### src/rtl/random_delay_counter_pkg.sv
// random_delay_counter_pkg: shared FSM encodings, LFSR taps and ms width for the reaction-game timing stage
package random_delay_counter_pkg;
  localparam int MS_W = 13;
  localparam logic [15:0] LFSR_TAPS = 16'hB400;
  typedef enum logic [1:0] {
    S_IDLE  = 2'd0,
    S_COUNT = 2'd1,
    S_DONE  = 2'd2
  } state_e;
  function automatic logic [15:0] lfsr_next(input logic [15:0] v);
    return (v >> 1) ^ (v[0] ? LFSR_TAPS : 16'h0000);
  endfunction
endpackage

### src/rtl/random_delay_counter_lfsr.sv
// galois_lfsr16: free-running 16-bit right-shift Galois LFSR that self-recovers from the all-zero lock-up state
module galois_lfsr16
  import random_delay_counter_pkg::*;
#(
  parameter logic [15:0] SEED = 16'hACE1
) (
  input  logic        Clock,
  input  logic        Reset,
  output logic [15:0] q
);
  always_ff @(posedge Clock)
    if (Reset) q <= SEED;
    else       q <= (q == 16'h0000) ? SEED : lfsr_next(q);
endmodule

### src/rtl/random_delay_counter.sv
// random_delay_counter: arms on enable rising edge, waits MIN_DELAY_MS + random ms, pulses done; also emits a free ms tick
module random_delay_counter
  import random_delay_counter_pkg::*;
#(
  parameter int unsigned TICKS_PER_MS = 50000,
  parameter int unsigned MIN_DELAY_MS = 1000,
  parameter int unsigned RANGE_BITS   = 11,
  parameter logic [15:0] SEED         = 16'hACE1
) (
  input  logic            Clock,
  input  logic            Reset,
  input  logic            delayCounterEnable,
  output logic            delayCounterDone,
  output logic            msTick,
  output logic [MS_W-1:0] remainingMs,
  output logic            busy
);
  localparam int PW = (TICKS_PER_MS > 1) ? $clog2(TICKS_PER_MS) : 1;
  localparam logic [PW-1:0] P_LAST = PW'(TICKS_PER_MS - 1);
  localparam logic [15:0] RANGE_MASK = 16'((1 << RANGE_BITS) - 1);
  logic [15:0]     lfsr;
  state_e          state_q;
  logic [PW-1:0]   dp_q, tp_q;
  logic [MS_W-1:0] rem_q;
  logic            done_q, tick_q, en_prev_q;
  logic            arm;
  logic [MS_W-1:0] start_ms;
  galois_lfsr16 #(.SEED(SEED)) u_lfsr (
    .Clock (Clock),
    .Reset (Reset),
    .q     (lfsr)
  );
  assign arm      = delayCounterEnable & ~en_prev_q;
  assign start_ms = MS_W'(MIN_DELAY_MS) + MS_W'(lfsr & RANGE_MASK);
  always_ff @(posedge Clock)
    if (Reset) begin
      tp_q   <= '0;
      tick_q <= 1'b0;
    end else begin
      tick_q <= (tp_q == P_LAST);
      tp_q   <= (tp_q == P_LAST) ? '0 : tp_q + PW'(1);
    end
  // Abort is tested before expiry so a dropped enable never yields a done pulse.
  always_ff @(posedge Clock)
    if (Reset) begin
      state_q   <= S_IDLE;
      dp_q      <= '0;
      rem_q     <= '0;
      done_q    <= 1'b0;
      en_prev_q <= 1'b0;
    end else begin
      en_prev_q <= delayCounterEnable;
      done_q    <= 1'b0;
      case (state_q)
        S_IDLE:
          if (arm) begin
            state_q <= S_COUNT;
            rem_q   <= start_ms;
            dp_q    <= '0;
          end
        S_COUNT:
          if (!delayCounterEnable) begin
            state_q <= S_IDLE;
            rem_q   <= '0;
            dp_q    <= '0;
          end else if (dp_q == P_LAST) begin
            dp_q  <= '0;
            rem_q <= rem_q - MS_W'(1);
            if (rem_q == MS_W'(1)) begin
              state_q <= S_DONE;
              done_q  <= 1'b1;
            end
          end else begin
            dp_q <= dp_q + PW'(1);
          end
        default: state_q <= S_IDLE;
      endcase
    end
  assign delayCounterDone = done_q;
  assign msTick           = tick_q;
  assign remainingMs      = rem_q;
  assign busy             = (state_q == S_COUNT);
endmodule

### config.mk
export PLATFORM = sky130hd
export DESIGN_NAME = random_delay_counter
export DESIGN_NICKNAME = d
export VERILOG_FILES = /design/src/rtl/random_delay_counter_pkg.sv /design/src/rtl/random_delay_counter_lfsr.sv /design/src/rtl/random_delay_counter.sv
export SDC_FILE = /design/constraint.sdc
export NUM_CORES = 1
export LEC_CHECK = 0
export ABC_AREA = 1
export ABC_CLOCK_PERIOD_IN_PS = 1600
export CAP_MARGIN = 20
export CORE_AREA = 2 2 102 104
export CTS_BUF_LIST = sky130_fd_sc_hd__clkbuf_16
export DETAILED_ROUTE_END_ITERATION = 8
export DIE_AREA = 0 0 104 106
export GPL_TIMING_DRIVEN = 1
export HOLD_SLACK_MARGIN = 0.05
export PLACE_DENSITY = 0.5
export SETUP_SLACK_MARGIN = 0.02
export SLEW_MARGIN = 20
export SYNTH_ARGS = -nofsm -noshare
export SYNTH_HDL_FRONTEND = slang
export SYNTH_SLANG_ARGS = --single-unit
### constraint.sdc
create_clock -name Clock -period 1.6 [get_ports Clock]
set_input_delay 0.24 -clock Clock [delete_from_list [all_inputs] [get_ports Clock]]
set_output_delay 0.24 -clock Clock [all_outputs]
set_load 0.05 [all_outputs]
==> results of run 1 <==
## cell type report
class | count | area, sq um | area share [%]
Clock buffer | 9 | 225 | 5.03
Clock inverter | 7 | 116 | 2.60
Inverter | 74 | 280 | 6.27
Multi-Input combinational cell | 362 | 1940 | 43.4
Sequential cell | 66 | 1330 | 29.7
Tap cell | 136 | 170 | 3.80
Timing Repair Buffer | 43 | 415 | 9.29
## flip-flops by register name (all words and copies together), names as in the netlist
name              cells
delayCounterDone      1
dp_q                 16
en_prev_q             1
msTick                1
remainingMs          13
state_q               2
tp_q                 16
u_lfsr.q             16
## worst max-delay path, delay by kind of cell, from the launching register on
family,cells,cell delay [ns]
flip-flops,1,0.34
buffers and inverters,3,0.37
AND/OR/NAND/NOR,1,0.16
## stage by stage
step           instance area [sq um]  instances  hold slack [ns]  util [%]
3_5_place_dp                    4100        681            0.429      41.0
2_1_floorplan                   3620        513            0.347         -
4_1_cts                         4450        697            0.443      44.5
3_3_place_gp                    4100        681            0.428      41.0
6_report                        4470        697            0.440      44.7
5_1_grt                         4470        697            0.468      44.7
## metal layers
metal / vias up / part of all wire (%)
met5: - / 0
met4: 0 / 1.3
met3: 8 / 3.1
met2: 31 / 43
met1: 1403 / 53
li1: 1712 / -
## layout by cell type, fill, tap and decap left out, types with 3 or more instances in the layout
master,Yosys,routed
nand3_1,54,53
nor2_1,78,76
nand2_2,13,14
nor2_2,5,7
nor3_2,6,6
dfxtp_1,66,62
clkbuf_16,0,9
xor2_1,5,5
xnor2_1,7,7
buf_12,0,7
nand3_2,5,6
bufinv_16,0,3
inv_1,68,67
inv_2,4,5
nand4_1,7,7
nor3_1,11,11
ha_1,5,4
nor2_4,4,4
a21oi_2,6,6
o22ai_1,3,3
dfxtp_2,0,4
o21ai_0,13,12
buf_4,1,34
nand2_1,101,100
a21oi_1,17,17
nor4_1,3,3
## power breakdown
group	leakage, nW	switching, mW	total, mW	internal (mW)
logic	1.13	0.598	0.964	0.366
clock network	0.167	0.754	2.28	1.52
registers	0.542	0.0893	1.82	1.73
total	1.84	1.44	5.06	3.61
## worst paths after layout
kind / end / start / slack (ns) / depth (start not counted)
min: u_lfsr.q[11]$_SDFF_PP1_ / u_lfsr.q[12]$_SDFF_PP0_ / 0.44 / 2
max: busy / state_q[0]$_SDFFE_PP0P_ / 0.16 / 4
min reg2reg: u_lfsr.q[11]$_SDFF_PP1_ / u_lfsr.q[12]$_SDFF_PP0_ / 0.44 / 2
max reg2reg: remainingMs[11]$_SDFFE_PP0P_ / dp_q[0]$_SDFFE_PP0P_ / 0.17 / 9
## logic make-up (layout without fill, tap and decap cells)
| group | Yosys count | count (layout) | synth area share (%) |
|---|---|---|---|
| xor gates and xnor gates | 12 | 12 | 2.91 |
| buffers and inverters | 85 | 133 | 10.5 |
| and+or+nand+nor | 302 | 302 | 41.2 |
| AOI/OAI and AO/OA | 43 | 43 | 7.13 |
| adders and majority gates | 5 | 5 | 1.73 |
| DFF | 66 | 66 | 36.5 |
## timing repair
| action | 4_1_cts | 5_1_grt |
|---|---|---|
| gates resized for setup | 1 | 9 |
| endpoints found under the setup margin | 1 | 37 |
| pin swaps | 0 | 2 |
| gates cloned | 0 | 0 |
| setup buffers | 0 | 0 |
==> results.md, run 1 <==
- Crit share post-route: 89.8%
- Vias: 3154
- Setup_tns: 0 ns
- DRC Markers: 0
- Post-Syn Instances: 513
- Synth cell types: 42
- Async SR Flop Fraction: 0%
- Yosys reg bits: 66
- Pin count of the biggest net entering global routing: 16
- Top-count cell post-synth: nand2_1
- Clock skew: 0.00703 ns
- Seq/Total Area, Yosys: 36.5%
- Die width: 104 um
- # IOs: 19
- Wire per inst: 11.8 um
- Count of final setup violators: 0
- CP required: 1.36 ns
- Vias per inst: 4.53
- Peak supply drop: 804 uV
- DR pass1 iterations: 4
- DP Wirelength: 6240 um
- Max clock buf depth: 2
- CP Launch Type: register
- MaxCap Viol Count: 0
- Synth top area cells: dfxtp_1 37%, nand2_1 10%, nor2_1 8.1%, nand3_1 7.5%, inv_1 7.1%
- Fill count: 1067
- Share of layout cells above drive strength 1: 21.4%
- CP max stage delay: 0.34 ns
- Met2 usage: 24.2%
- Area of the die: 11000 sq um
- Synthesis-to-layout area growth: 23.7%
- Layout net count: 564
- CP endpoint kind: output pin
- Cell area after synthesis: 3620 sq um
- Antenna Nets Post-Route: 0
- Drt total wl: 8220 um
- Top cells by instance count after synthesis: 101 x nand2_1, 78 x nor2_1, 68 x inv_1
- Clock-pin slew on the worst setup and hold paths: 0.06 ns
- FP Rows: 37
- Synth area leader: dfxtp_1
- Setup CP Type: register to output pin
- Global-route wire length before repair: 14100 um
- Iter 0 DRT Violations: 153
- Min-Delay Path Class: register to register
- Initial core utilization: 36.2%
- Final Hold Viols: 0
- Post-place setup slack: -0.0739 ns
- Syn. warnings: 0
- P per Cell Area: 1130 nW/um^2
- Clk Latency, worst-skew pair: 0.33 ns
- Mean Syn Cell Area: 7.05 sq um
- Synth top area share: 36.5%
- Slew @ Worst Pin: 0.329 ns
- Busiest grt layer: met2
- Largest fanout on the critical path: 5
- Final worst-path setup slack: 0.163 ns
- Cell Chain, Critical Path: inv_1 > nor2_4 > buf_4 > buf_12
- # clock sinks: 66
- Vias in the first global route: 2970
- GRT overflow: 0
- Status: finished clean
- Initial antenna violation count: 0
- Slew HR: 77.9%
- Core Region: 10000 sq um
- Gpl congestion: 0.849
- Total CTS buffers: 9
- All-Layer GR Usage: 16.0%
- Diodes inserted: 0
- Max-slew violation count: 0
- Clock tree from TritonCTS: done
- Total power draw: 5.06 mW
- Hold buffers post-CTS: 0
- Port Buffer Count: 18
- H-tree depth: 3
- RSZ-0062 raised after global routing: false
- Met1 usage: 22.4%
- EDFF count, synth: 0
- Primary FF master, synth: dfxtp_1
- Mapped Nets: 521
- Slowest CP cell: dfxtp_1
- Highest Clock Rate: 696 MHz
- Die Y: 106 um
- P_leak: 1.84 nW
- Crit path DAT: 1.20 ns
- CTS Root Cell: clkbuf_16
- Final Critical Period: 1.44 ns
- M3 GR Usage: 4.17%
Note: power is estimated with default switching activity, not from simulation.
==> inputs of run 2 (changes only) <==
--- a/config.mk
+++ b/config.mk
@@ -16,7 +16,6 @@
 export HOLD_SLACK_MARGIN = 0.05
 export PLACE_DENSITY = 0.5
 export SETUP_SLACK_MARGIN = 0.02
-export SLEW_MARGIN = 20
 export SYNTH_ARGS = -nofsm -noshare
 export SYNTH_HDL_FRONTEND = slang
 export SYNTH_SLANG_ARGS = --single-unit
==> results of run 2 <==
Final layout, timing and power as in run 1 (identical DEF).
